==> src/rtl/matrix_pkg.sv <==
// Shared definitions for the matrix coprocessor: size encoding, write-back
// FSM states and element/word count helpers.
// Optional feature macro: MATRIX_WB_CHECKSUM_EN adds the StCksum state.
package matrix_pkg;

  // Matrix order encoding: n = size + 2
  localparam logic [1:0] Size2x2 = 2'd0;
  localparam logic [1:0] Size3x3 = 2'd1;
  localparam logic [1:0] Size4x4 = 2'd2;
  localparam logic [1:0] Size5x5 = 2'd3;

  // Wide enough for 25 elements and 13 words
  localparam int unsigned ElemCntW = 5;
  localparam int unsigned WordCntW = 4;

  typedef enum logic [2:0] {
    StIdle,
    StLow,
    StHigh,
    StWrite,
    StDone
`ifdef MATRIX_WB_CHECKSUM_EN
    , StCksum
`endif
  } wb_state_e;

  // Number of matrix elements n*n for a size code
  function automatic logic [ElemCntW-1:0] elem_count(input logic [1:0] size);
    logic [ElemCntW-1:0] e;
    case (size)
      Size2x2: e = 5'd4;
      Size3x3: e = 5'd9;
      Size4x4: e = 5'd16;
      default: e = 5'd25;
    endcase
    return e;
  endfunction

  // Number of 16-bit data words, ceil(n*n/2)
  function automatic logic [WordCntW-1:0] word_count(input logic [1:0] size);
    logic [ElemCntW-1:0] e;
    e = elem_count(size);
    return WordCntW'((e + 5'd1) >> 1);
  endfunction

endpackage

==> src/rtl/matrix_writeback_if.sv <==
// Job, element-stream and memory-write signals of the write-back stage.
// master: control unit / coprocessor side; slave: matrix_writeback.
// Unaffected by MATRIX_WB_CHECKSUM_EN.
interface matrix_writeback_if #(
  parameter int unsigned ADDR_W = 8,
  parameter int unsigned ELEM_W = 8
);
  logic                  start;
  logic [1:0]            size;
  logic [ADDR_W-1:0]     base_addr;
  logic                  res_valid;
  logic [ELEM_W-1:0]     res_data;
  logic                  res_ready;
  logic                  mem_wren;
  logic [ADDR_W-1:0]     mem_addr;
  logic [2*ELEM_W-1:0]   mem_data;
  logic                  busy;
  logic                  done;

  modport master (
    output start, size, base_addr, res_valid, res_data,
    input  res_ready, mem_wren, mem_addr, mem_data, busy, done
  );

  modport slave (
    input  start, size, base_addr, res_valid, res_data,
    output res_ready, mem_wren, mem_addr, mem_data, busy, done
  );
endinterface

==> src/rtl/wb_word_packer.sv <==
// Low/high byte capture for the write-back stage. Holds the low byte of the
// current pair and forms the outgoing word, zero-padding an odd last element.
module wb_word_packer #(
  parameter int unsigned ELEM_W = 8
) (
  input  logic                clk_i,
  input  logic                rst_i,
  input  logic                cap_low_i,
  input  logic                pad_i,
  input  logic [ELEM_W-1:0]   data_i,
  output logic [2*ELEM_W-1:0] word_o
);

  logic [ELEM_W-1:0] low_q;

  // Capture the low byte of a pair; reset discards any partial pair
  always_ff @(posedge clk_i) begin
    if (rst_i) begin
      low_q <= '0;
    end else if (cap_low_i) begin
      low_q <= data_i;
    end
  end

  // Padded word carries the element low with a zero high byte
  always_comb begin
    word_o = {data_i, low_q};
    if (pad_i) begin
      word_o = {{ELEM_W{1'b0}}, data_i};
    end
  end

endmodule

==> src/rtl/matrix_writeback.sv <==
// Result write-back stage: packs the element stream into 16-bit words, low
// element first, writes them from base_addr upward and pulses done.
// Optional feature macro: MATRIX_WB_CHECKSUM_EN appends a checksum word.
module matrix_writeback #(
  parameter int unsigned ADDR_W = 8,
  parameter int unsigned ELEM_W = 8
) (
  input  logic              clk,
  input  logic              rst,
  matrix_writeback_if.slave wb
);
  import matrix_pkg::*;

  wb_state_e             state_q;
  logic [1:0]            size_q;
  logic [ADDR_W-1:0]     base_q;
  logic [ElemCntW-1:0]   elem_idx_q;
  logic [WordCntW-1:0]   word_idx_q;
  logic                  res_ready_q;
  logic                  mem_wren_q;
  logic [ADDR_W-1:0]     mem_addr_q;
  logic [2*ELEM_W-1:0]   mem_data_q;
  logic                  busy_q;
  logic                  done_q;
`ifdef MATRIX_WB_CHECKSUM_EN
  logic [2*ELEM_W-1:0]   sum_q;
`endif

  logic                  hs;
  logic                  last_elem;
  logic                  last_word;
  logic                  in_low;
  logic [2*ELEM_W-1:0]   packed_word;

  assign hs        = res_ready_q & wb.res_valid;
  assign in_low    = (state_q == StLow);
  assign last_elem = (elem_idx_q == (elem_count(size_q) - 5'd1));
  assign last_word = (word_idx_q == (word_count(size_q) - 4'd1));

  // An element taken in StLow that goes straight to StWrite is the odd last one
  wb_word_packer #(
    .ELEM_W (ELEM_W)
  ) u_packer (
    .clk_i     (clk),
    .rst_i     (rst),
    .cap_low_i (hs & in_low),
    .pad_i     (in_low),
    .data_i    (wb.res_data),
    .word_o    (packed_word)
  );

  // Job FSM with counters and registered outputs set alongside each transition
  always_ff @(posedge clk) begin
    if (rst) begin
      state_q     <= StIdle;
      size_q      <= '0;
      base_q      <= '0;
      elem_idx_q  <= '0;
      word_idx_q  <= '0;
      res_ready_q <= 1'b0;
      mem_wren_q  <= 1'b0;
      mem_addr_q  <= '0;
      mem_data_q  <= '0;
      busy_q      <= 1'b0;
      done_q      <= 1'b0;
`ifdef MATRIX_WB_CHECKSUM_EN
      sum_q       <= '0;
`endif
    end else begin
      mem_wren_q <= 1'b0;
      done_q     <= 1'b0;
      unique case (state_q)
        StIdle: begin
          if (wb.start) begin
            size_q      <= wb.size;
            base_q      <= wb.base_addr;
            elem_idx_q  <= '0;
            word_idx_q  <= '0;
`ifdef MATRIX_WB_CHECKSUM_EN
            sum_q       <= '0;
`endif
            res_ready_q <= 1'b1;
            busy_q      <= 1'b1;
            state_q     <= StLow;
          end
        end
        StLow, StHigh: begin
          if (hs) begin
            elem_idx_q <= elem_idx_q + 5'd1;
`ifdef MATRIX_WB_CHECKSUM_EN
            sum_q      <= sum_q + {{ELEM_W{1'b0}}, wb.res_data};
`endif
            if ((state_q == StHigh) || last_elem) begin
              res_ready_q <= 1'b0;
              mem_wren_q  <= 1'b1;
              mem_addr_q  <= base_q + ADDR_W'(word_idx_q);
              mem_data_q  <= packed_word;
              state_q     <= StWrite;
            end else begin
              state_q <= StHigh;
            end
          end
        end
        StWrite: begin
          word_idx_q <= word_idx_q + 4'd1;
          if (last_word) begin
`ifdef MATRIX_WB_CHECKSUM_EN
            mem_wren_q <= 1'b1;
            mem_addr_q <= base_q + ADDR_W'(word_count(size_q));
            mem_data_q <= sum_q;
            state_q    <= StCksum;
`else
            done_q  <= 1'b1;
            busy_q  <= 1'b0;
            state_q <= StDone;
`endif
          end else begin
            res_ready_q <= 1'b1;
            state_q     <= StLow;
          end
        end
`ifdef MATRIX_WB_CHECKSUM_EN
        StCksum: begin
          done_q  <= 1'b1;
          busy_q  <= 1'b0;
          state_q <= StDone;
        end
`endif
        StDone: begin
          state_q <= StIdle;
        end
        default: begin
          state_q <= StIdle;
        end
      endcase
    end
  end

  assign wb.res_ready = res_ready_q;
  assign wb.mem_wren  = mem_wren_q;
  assign wb.mem_addr  = mem_addr_q;
  assign wb.mem_data  = mem_data_q;
  assign wb.busy      = busy_q;
  assign wb.done      = done_q;

endmodule

==> src/flat_wrapper.sv <==
// flat-port wrapper written by rule: the top's interface ports become plain ports
module matrix_writeback_flat import matrix_pkg::*;
#(
  parameter int unsigned ADDR_W = 8,
  parameter int unsigned ELEM_W = 8
)
  (clk, rst, wb_start, wb_size, wb_base_addr, wb_res_valid, wb_res_data, wb_res_ready, wb_mem_wren, wb_mem_addr, wb_mem_data, wb_busy, wb_done);
  matrix_writeback_if #(.ADDR_W(ADDR_W), .ELEM_W(ELEM_W)) wb_i ();
  input  logic clk;
  input  logic rst;
  input wire logic [$bits(wb_i.start)-1:0] wb_start;
  input wire logic [$bits(wb_i.size)-1:0] wb_size;
  input wire logic [$bits(wb_i.base_addr)-1:0] wb_base_addr;
  input wire logic [$bits(wb_i.res_valid)-1:0] wb_res_valid;
  input wire logic [$bits(wb_i.res_data)-1:0] wb_res_data;
  output wire logic [$bits(wb_i.res_ready)-1:0] wb_res_ready;
  output wire logic [$bits(wb_i.mem_wren)-1:0] wb_mem_wren;
  output wire logic [$bits(wb_i.mem_addr)-1:0] wb_mem_addr;
  output wire logic [$bits(wb_i.mem_data)-1:0] wb_mem_data;
  output wire logic [$bits(wb_i.busy)-1:0] wb_busy;
  output wire logic [$bits(wb_i.done)-1:0] wb_done;
  assign wb_i.start = wb_start;
  assign wb_i.size = wb_size;
  assign wb_i.base_addr = wb_base_addr;
  assign wb_i.res_valid = wb_res_valid;
  assign wb_i.res_data = wb_res_data;
  assign wb_res_ready = wb_i.res_ready;
  assign wb_mem_wren = wb_i.mem_wren;
  assign wb_mem_addr = wb_i.mem_addr;
  assign wb_mem_data = wb_i.mem_data;
  assign wb_busy = wb_i.busy;
  assign wb_done = wb_i.done;
  matrix_writeback #(.ADDR_W(ADDR_W), .ELEM_W(ELEM_W)) u_core (.clk(clk), .rst(rst), .wb(wb_i));
endmodule
==> config.mk <==
export PLATFORM = sky130hd
export DESIGN_NAME = matrix_writeback_flat
export DESIGN_NICKNAME = d
export VERILOG_FILES = /design/src/rtl/matrix_pkg.sv /design/src/rtl/matrix_writeback_if.sv /design/src/rtl/wb_word_packer.sv /design/src/rtl/matrix_writeback.sv /design/src/flat_wrapper.sv
export SDC_FILE = /design/constraint.sdc
export NUM_CORES = 1
export LEC_CHECK = 0
export ABC_AREA = 1
export CORE_MARGIN = 1
export CORE_UTILIZATION = 57
export DETAILED_ROUTE_END_ITERATION = 10
export PLACE_DENSITY_LB_ADDON = 0.08
export SYNTH_ARGS = -nofsm -noshare
export SYNTH_HDL_FRONTEND = slang
export SYNTH_HIERARCHICAL = 1
export SYNTH_SLANG_ARGS = --single-unit
==> constraint.sdc <==
create_clock -name clk -period 4.1 [get_ports clk]
set_input_delay 1.025 -clock clk [delete_from_list [all_inputs] [get_ports clk]]
set_output_delay 1.025 -clock clk [all_outputs]
set_load 0.03 [all_outputs]
Yosys cells after proc, flatten, opt, wreduce, memory -nomap -nowiden. Index checks and enable logic that the tools add are counted. W data, S select, Z words.

Add/subtract/negate cells: 6. Equality and inequality tests: 12. Mux-type cells: 21. Bitwise gates (word level): 5. Reduce and logical (&&, ||, !) cells: 16.

Operators with widths (number): $mux W16 (1); $pmux W5 S3 (1); $add A5 B1 Y5 const B (2); $mux W5 (2); $pmux W5 S2 (1); $mux W3 (3); $pmux W3 S3 (1); $reduce_and A3 Y1 (3); $add A8 B4 Y8 (1); $mux W1 (8); $pmux W4 S2 (1); $eq A3 B2 Y1 const B (2); $ne A2 B1 Y1 const B (3); $reduce_and A2 Y1 (3); $eq A5 B5 Y1 (1); $reduce_and A5 Y1 (1); $sub A5 B1 Y5 const B (1); $add A4 B1 Y4 const B (1); $eq A4 B4 Y1 (1); $mux W4 (1); $ne A2 B2 Y1 const B (2); $reduce_bool A2 Y1 (2); $reduce_or A2 Y1 (2); $sub A4 B1 Y4 const B (1); other kinds (12) (15).

Register bits: 58. Bits of input ports: 22. Output and inout port bits: 28. Logic and storage cells: 72.

Logic depth before layout (Yosys ltp). Gate-level depths: netlist of run 1.

Depth after elaboration: 8. Mapped depth: 13. Mapped depth without buffers: 12.

Modules after synthesis. The synthesis of run 1 kept the hierarchy.

Modules (own cells, without submodules): matrix_writeback (times used 1, cells an instance 352, area an instance 2403.6 um2, seq. area each 1001.0 um2); wb_word_packer (times used 1, cells an instance 77, area an instance 470.5 um2, seq. area each 160.2 um2).

Worst setup path after synthesis of run 1. No wires, ideal clock.

Path type: input to register. Start: input rst. End: register u_core.busy_q, in the netlist u_core/wb.busy. Setup time: 0.116 ns. Arrival time: 1.809 ns. Required time: 3.984 ns. Slack: 2.174 ns. Cell stages on the path: 5. Buffers on the path: 2. Path through: clkbuf_1 > clkinv_1 > clkbuf_1 > o211ai_1 > inv_1.

RTL lines: start: declaration (RTL line flat_wrapper.sv:10) `input logic rst;`; end signal: assignment (RTL line matrix_writeback.sv:64) `busy_q <= 1'b0;`; end signal: assignment (RTL line matrix_writeback.sv:83) `busy_q <= 1'b1;`; end signal: assignment (RTL line matrix_writeback.sv:114) `busy_q <= 1'b0;`; end: declaration (RTL line matrix_writeback.sv:23) `logic busy_q;`.

No word-level cell between the ends.

Worst setup path in the final report of run 1.
Start: register u_core.res_ready_q, in the netlist u_core/wb.res_ready. End: output wb_res_ready.

RTL lines: start: declaration (RTL line matrix_writeback.sv:19) `logic res_ready_q;`; start signal: assignment (RTL line matrix_writeback.sv:60) `res_ready_q <= 1'b0;`; start signal: assignment (RTL line matrix_writeback.sv:82) `res_ready_q <= 1'b1;`; start signal: assignment (RTL line matrix_writeback.sv:94) `res_ready_q <= 1'b0;`; end: declaration (RTL line flat_wrapper.sv:16) `output wire logic [$bits(wb_i.res_ready)-1:0] wb_res_ready;`.

No word-level cell between the ends.

==> metrics, run 1 <==
P_leak 1.70 nW; # IOs 50; Relative slew margins 37.2%; setup bufs post-CTS 0; fmax between 0.4 and 0.5 GHz; max incr delay on CP 680 ps; Power Density between 300 and 400 mW/mm2; routed via count 2,644; cells along the critical path clkdlybuf4s50_1; Max VDD drop 0.298 mV; n_diodes 0; Starting Density 60.1%; Gate Count Post-Synth around 430; sequential cell area between 0.001 and 0.0015 mm2; crit-path max FO 3; final WL between 6000 and 7000 um; Multi-input gate area 0.00140 mm2; Worst Tran Pin Value 939 ps; final setup vio count 0; Post-DRT Antenna Nets 0; Detailed Routing Iterations Pass 1 4; worst skew pair latency approximately 330 ps; CTS Root Buffer Type clkbuf_8; Vias/cell between 4 and 5; pre-CTS setup slack around 1400 ps; Post-DP HPWL between 4000 and 5000 um; Hold Crit Depth 2; Area Overhead vs Synth 23.5%; Die Span X 73.0 um; Max Root-Sink Buffers 2; largest net degree at the start of global routing 47; CTS clk-pin slew, worst paths roughly 70 ps; die area 0.00533 mm2; sequential share of the synthesized area between 40% and 50%; Final #Nets a little over 500; WP buf/inv 1; Avg WL per Cell between 10 and 15 um; Final Max Tran Viols 0; Hold WS 473 ps; Crit. End Element primary output; RSZ-0062 raised after global routing no; period utilization about three fifths; Syn. warnings 6; starting DRC count in detailed routing 180; Placeable Area 0.00479 mm2; TritonCTS clock tree yes; syn nets roughly 460; gr ovfl total 0; Synth Cell Area between 0.002 and 0.003 mm2; Final Hold Viols 0; Req. time, crit path 3070 ps; startpoint types register; depth of the CTS H-tree 3; PortBufs between 40 and 50; Final Skew roughly 8.1 ps; share of cells above drive strength 1 5.83%; Finished Core Util about 74%; Netlist cell types 28; minimum clock period around 2400 ps; status finished clean; r2r worst-path depth 9; most frequent cells in the layout 110 x nand2_1, 98 x nor2_1, 58 x dfxtp_1; Slowest cell on crit path clkdlybuf4s50_1; clock sinks 58; first-pass GRT wire length about 9800 um; vias in the first global route 2,282; Mapped Avg Cell Area 6.70 um2; row count 25; initial antenna violation count 0; critical path's top delay family buffers and inverters; critical path arrival roughly 1400 ps; Hold WC Path Type reg -> reg; max-cap viol count 0; Die Ht 73.0 um; fin worst setup slack 1710 ps; cts repair resizes 0; commonest non-fill, non-tap cell in the layout nand2_1; Layout fillers between 400 and 500; CTS buffer count 9; DRC viols 0; GPL Wtd Cong between 0.8 and 0.9; setup TNS 0 ps; Total GRT Usage between 20% and 30%; CP Class reg -> out; Synth Register Bits 58; cell count along the critical path 1; count of hold-fix buffers inserted at cts 0
sequential cells by signal, summed over array words and instances, names as in the netlist:
signal	flops
u_core/wb.mem_addr	8
u_core/base_q	8
u_core/elem_idx_q	5
u_core/wb.done	1
u_core/size_q	2
u_core/word_idx_q	4
u_core/state_q	3
u_core/u_packer/low_q	8
u_core/wb.mem_wren	1
u_core/wb.res_ready	1
u_core/wb.busy	1
u_core/wb.mem_data	16
layout make-up:
cell class | count | share of cell area, %
multi-input combinational | 299 | 39.3
sequential | 58 | 32.7
timing repair buffer | 51 | 14.2
inverter | 57 | 6.03
clock buffer | 13 | 5.04
tap | 67 | 2.36
clock inverter | 2 | 0.282
synthesized netlist by cell type:
master	n	area share, %
nand3_4	1	0.61
dfxtp_1	58	40
o21ai_1	1	0.17
buf_4	2	0.52
nor2_1	98	13
inv_1	55	7.2
fa_1	1	0.70
a211oi_1	1	0.26
a21oi_1	28	4.9
nand2_2	4	0.87
a22oi_1	2	0.52
nand2_4	1	0.39
o21ai_0	8	1.4
clkinv_1	1	0.13
ha_1	6	2.6
buf_6	5	2.0
nand4_1	3	0.65
nand3_1	15	2.6
nor3_1	1	0.17
clkbuf_1	7	0.91
xnor2_1	4	1.2
xor2_1	6	1.8
o211ai_1	2	0.52
a21oi_2	4	1.2
nand3b_1	3	0.78
inv_2	1	0.13
nand2_1	110	14
buf_2	1	0.17
cell families (layout without fill, tap and decap cells):
group / count (synthesis) / in the layout / synth area share [%]
buffers and inverters: 72 / 123 / 11.0
flip-flops: 58 / 58 / 40.4
XOR/XNOR: 10 / 10 / 3.05
AND/OR/NAND/NOR: 236 / 236 / 33.3
adder cells (fa/ha/maj): 7 / 7 / 3.31
AO/OA/AOI/OAI: 46 / 46 / 8.97
worst paths after layout:
| kind | slack, ps | startpoint | end |
|---|---|---|---|
| setup / recovery | 1710 | u_core/wb.res_ready$_SDFFE_PP0P_ | wb_res_ready |
| hold / removal | 470 | u_core/u_packer/low_q[7]$_SDFFE_PP0P_ | u_core/u_packer/low_q[7]$_SDFFE_PP0P_ |
| setup reg to reg | 2110 | u_core/word_idx_q[0]$_SDFFE_PP0P_ | u_core/wb.mem_addr[4]$_SDFFE_PP0P_ |
| hold reg to reg | 470 | u_core/u_packer/low_q[7]$_SDFFE_PP0P_ | u_core/u_packer/low_q[7]$_SDFFE_PP0P_ |
routing by layer:
metal  wire length [um]  track usage, %
met3                210            6.22
met1               2690            28.7
met4                127            11.3
met2               3070            42.0
met5                  0               0
per-stage QoR:
stage / total power, W / instances / cell area [um2]
2_1_floorplan: 0.000845 / 429 / 2870
3_3_place_gp: 0.000913 / 532 / 3360
3_5_place_dp: 0.000917 / 532 / 3360
4_1_cts: 0.00141 / 547 / 3550
5_1_grt: 0.00147 / 547 / 3550
6_report: 0.00140 / 547 / 3550
report_power, final:
group | switching (W) | internal (W)
Sequential | 0.0000249 | 0.000595
Combinational | 0.000185 | 0.000101
Clock | 0.000213 | 0.000280
Total | 0.000423 | 0.000976
Note: power is estimated with default switching activity, not from simulation.
==> run 2: changes to the inputs <==
- CORE_UTILIZATION: 57 -> 53
- clock period: 4.1 -> 2.3 ns (I/O delays scaled with it)
==> run 2 against run 1 <==
Effect of this change:
- routed wire length is 1.6% higher
- sequential share of layout area down 0.52 points
- sequential power increased by 77%
- clock power is 92% higher
- utilization is 4.4 points lower
- final area rose by 1.6%
- register-to-register slack got worse by 1700 ps
- non-clock buffer count increased by 6
- highest routed layer unchanged
- total power increased by 84%
- global-route usage fell by 0.89 points
- first-iteration DRC count decreased by 17%
==> metrics, run 2 (synthesis results as in run 1) <==
n_diodes 0 (unchanged); final WL 6200 um (+1.6%); Req. time, crit path 1730 ps (-1340 ps); PortBufs 49 (unchanged); Final #Nets 511 (+1.2%); first-pass GRT wire length 9960 um (+1.3%); cells along the critical path clkdlybuf4s50_1; status finished clean; Vias/cell 4.81 (-0.42%); CTS Root Buffer Type clkbuf_8; starting DRC count in detailed routing 149 (-17%); cts repair resizes 0 (unchanged); worst skew pair latency 340 ps (about the same); Max Root-Sink Buffers 2 (unchanged); Post-DP HPWL 4480 um (+3.6%); fmax just over 0.5 GHz; Worst Tran Pin Value 461 ps (-478 ps); clock sinks 58 (unchanged); total power 0.00258 W (+84%); setup TNS 0 ps (unchanged); Crit. End Element primary output; count of hold-fix buffers inserted at cts 0 (unchanged); CP Class reg -> out; placed insts 541 (+1.7%); P_leak 1.72 nW (+1.7%); TritonCTS clock tree yes; Starting Density 55.6% (-4.5 points); RSZ-0062 raised after global routing no; depth of the CTS H-tree 3 (unchanged); Relative slew margins 69.3% (+32 points); share of cells above drive strength 1 6.57% (+0.74 points); die area 0.00572 mm2 (+7.3%); Post-DRT Antenna Nets 0 (unchanged); Power Density 715 mW/mm2 (+81%); Max VDD drop 0.432 mV (+45%); setup bufs post-CTS 0 (unchanged); Die Ht 75.6 um (+3.6%); crit-path max FO 2 (-1); GPL Wtd Cong 0.873 (+6.6%); max reg flops 16 (unchanged); Hold WC Path Type reg -> reg; # IOs 50 (unchanged); gr ovfl total 0 (unchanged); max incr delay on CP 690 ps (about the same); minimum clock period slightly below 2000 ps; commonest non-fill, non-tap cell in the layout nand2_1; initial antenna violation count 0 (unchanged); critical path arrival 1390 ps (+20 ps); most frequent cells in the layout 110 x nand2_1, 98 x nor2_1, 58 x dfxtp_1; startpoint types register; Final Hold Viols 0 (unchanged); Total GRT Usage 23.6% (-0.89 points); Die Span X 75.6 um (+3.6%); routed via count 2,681 (+1.4%); Placeable Area 0.00517 mm2 (+8.1%); WP buf/inv 1 (unchanged); Detailed Routing Iterations Pass 1 5 (+1); final setup vio count 0 (unchanged); vias in the first global route 2,348 (+2.9%); Area Overhead vs Synth 25.5%; Final Max Tran Viols 0 (unchanged); Slowest cell on crit path clkdlybuf4s50_1; CTS buffer count 9 (unchanged); Final Skew 6.47 ps (-1.67 ps); largest net degree at the start of global routing 47 (unchanged); CTS clk-pin slew, worst paths 60 ps (about the same); final non-filler cell total 557 (+1.8%); critical path's top delay family buffers and inverters; DRC viols 0 (unchanged); Avg WL per Cell 11.1 um (-0.22%); max-cap viol count 0 (unchanged); period utilization a little under nine tenths; row count 26 (+4.0%)
[run 2: cell count changes in the layout (fill, tap and decap cells not counted)]
cell and delta:
clkbuf_1 +3, clkinv_2 -1, bufinv_16 +1, clkbuf_8 -2
buf_4 +6
[run 2: final timing paths]
check	startpoint	endpoint	slack [ps]	cells past startpoint
hold reg to reg	u_core/wb.res_ready$_SDFFE_PP0P_	u_core/wb.res_ready$_SDFFE_PP0P_	470	2
setup reg to reg	u_core/base_q[0]$_SDFFE_PP0P_	u_core/wb.mem_addr[4]$_SDFFE_PP0P_	450	9
setup / recovery	u_core/wb.mem_addr[6]$_SDFFE_PP0P_	wb_mem_addr[6]	340	1
hold / removal	u_core/wb.res_ready$_SDFFE_PP0P_	u_core/wb.res_ready$_SDFFE_PP0P_	470	2
[run 2: where the power goes]
part           internal, W  switching, W
Sequential         0.00106     0.0000431
Clock             0.000559      0.000388
Combinational     0.000197      0.000331
[run 2: layout make-up]
class / instances / area [um2]
fillers: 453 / 1570
multi-input cells: 299 / 1400
flip-flops and latches: 58 / 1160
repair buffers: 57 / 551
inverters: 57 / 214
clock buffers: 14 / 163
well taps: 70 / 87.6
clock inverters: 2 / 35.0
[run 2: layer usage]
| metal | vias to the layer above | global-route usage [%] | wire [um] |
|---|---|---|---|
| met5 | - | 0 | 0 |
| met4 | 0 | 12.3 | 99 |
| met3 | 9 | 3.57 | 232 |
| met2 | 57 | 43.2 | 3130 |
| met1 | 1198 | 26.6 | 2740 |
| li1 | 1417 | - | - |
[run 2: metrics by stage]
| stage | util, % | hold slack (ps) | instance area (um2) | setup slack (ps) |
|---|---|---|---|---|
| global route | 69.7 | 489 | 3610 | 238 |
| global placement | 65.9 | 451 | 3410 | 231 |
| floorplan | - | 450 | 2870 | 583 |
| finish | 69.7 | 468 | 3610 | 337 |
| CTS | 69.7 | 469 | 3610 | 315 |
| detailed placement | 65.9 | 459 | 3410 | 169 |
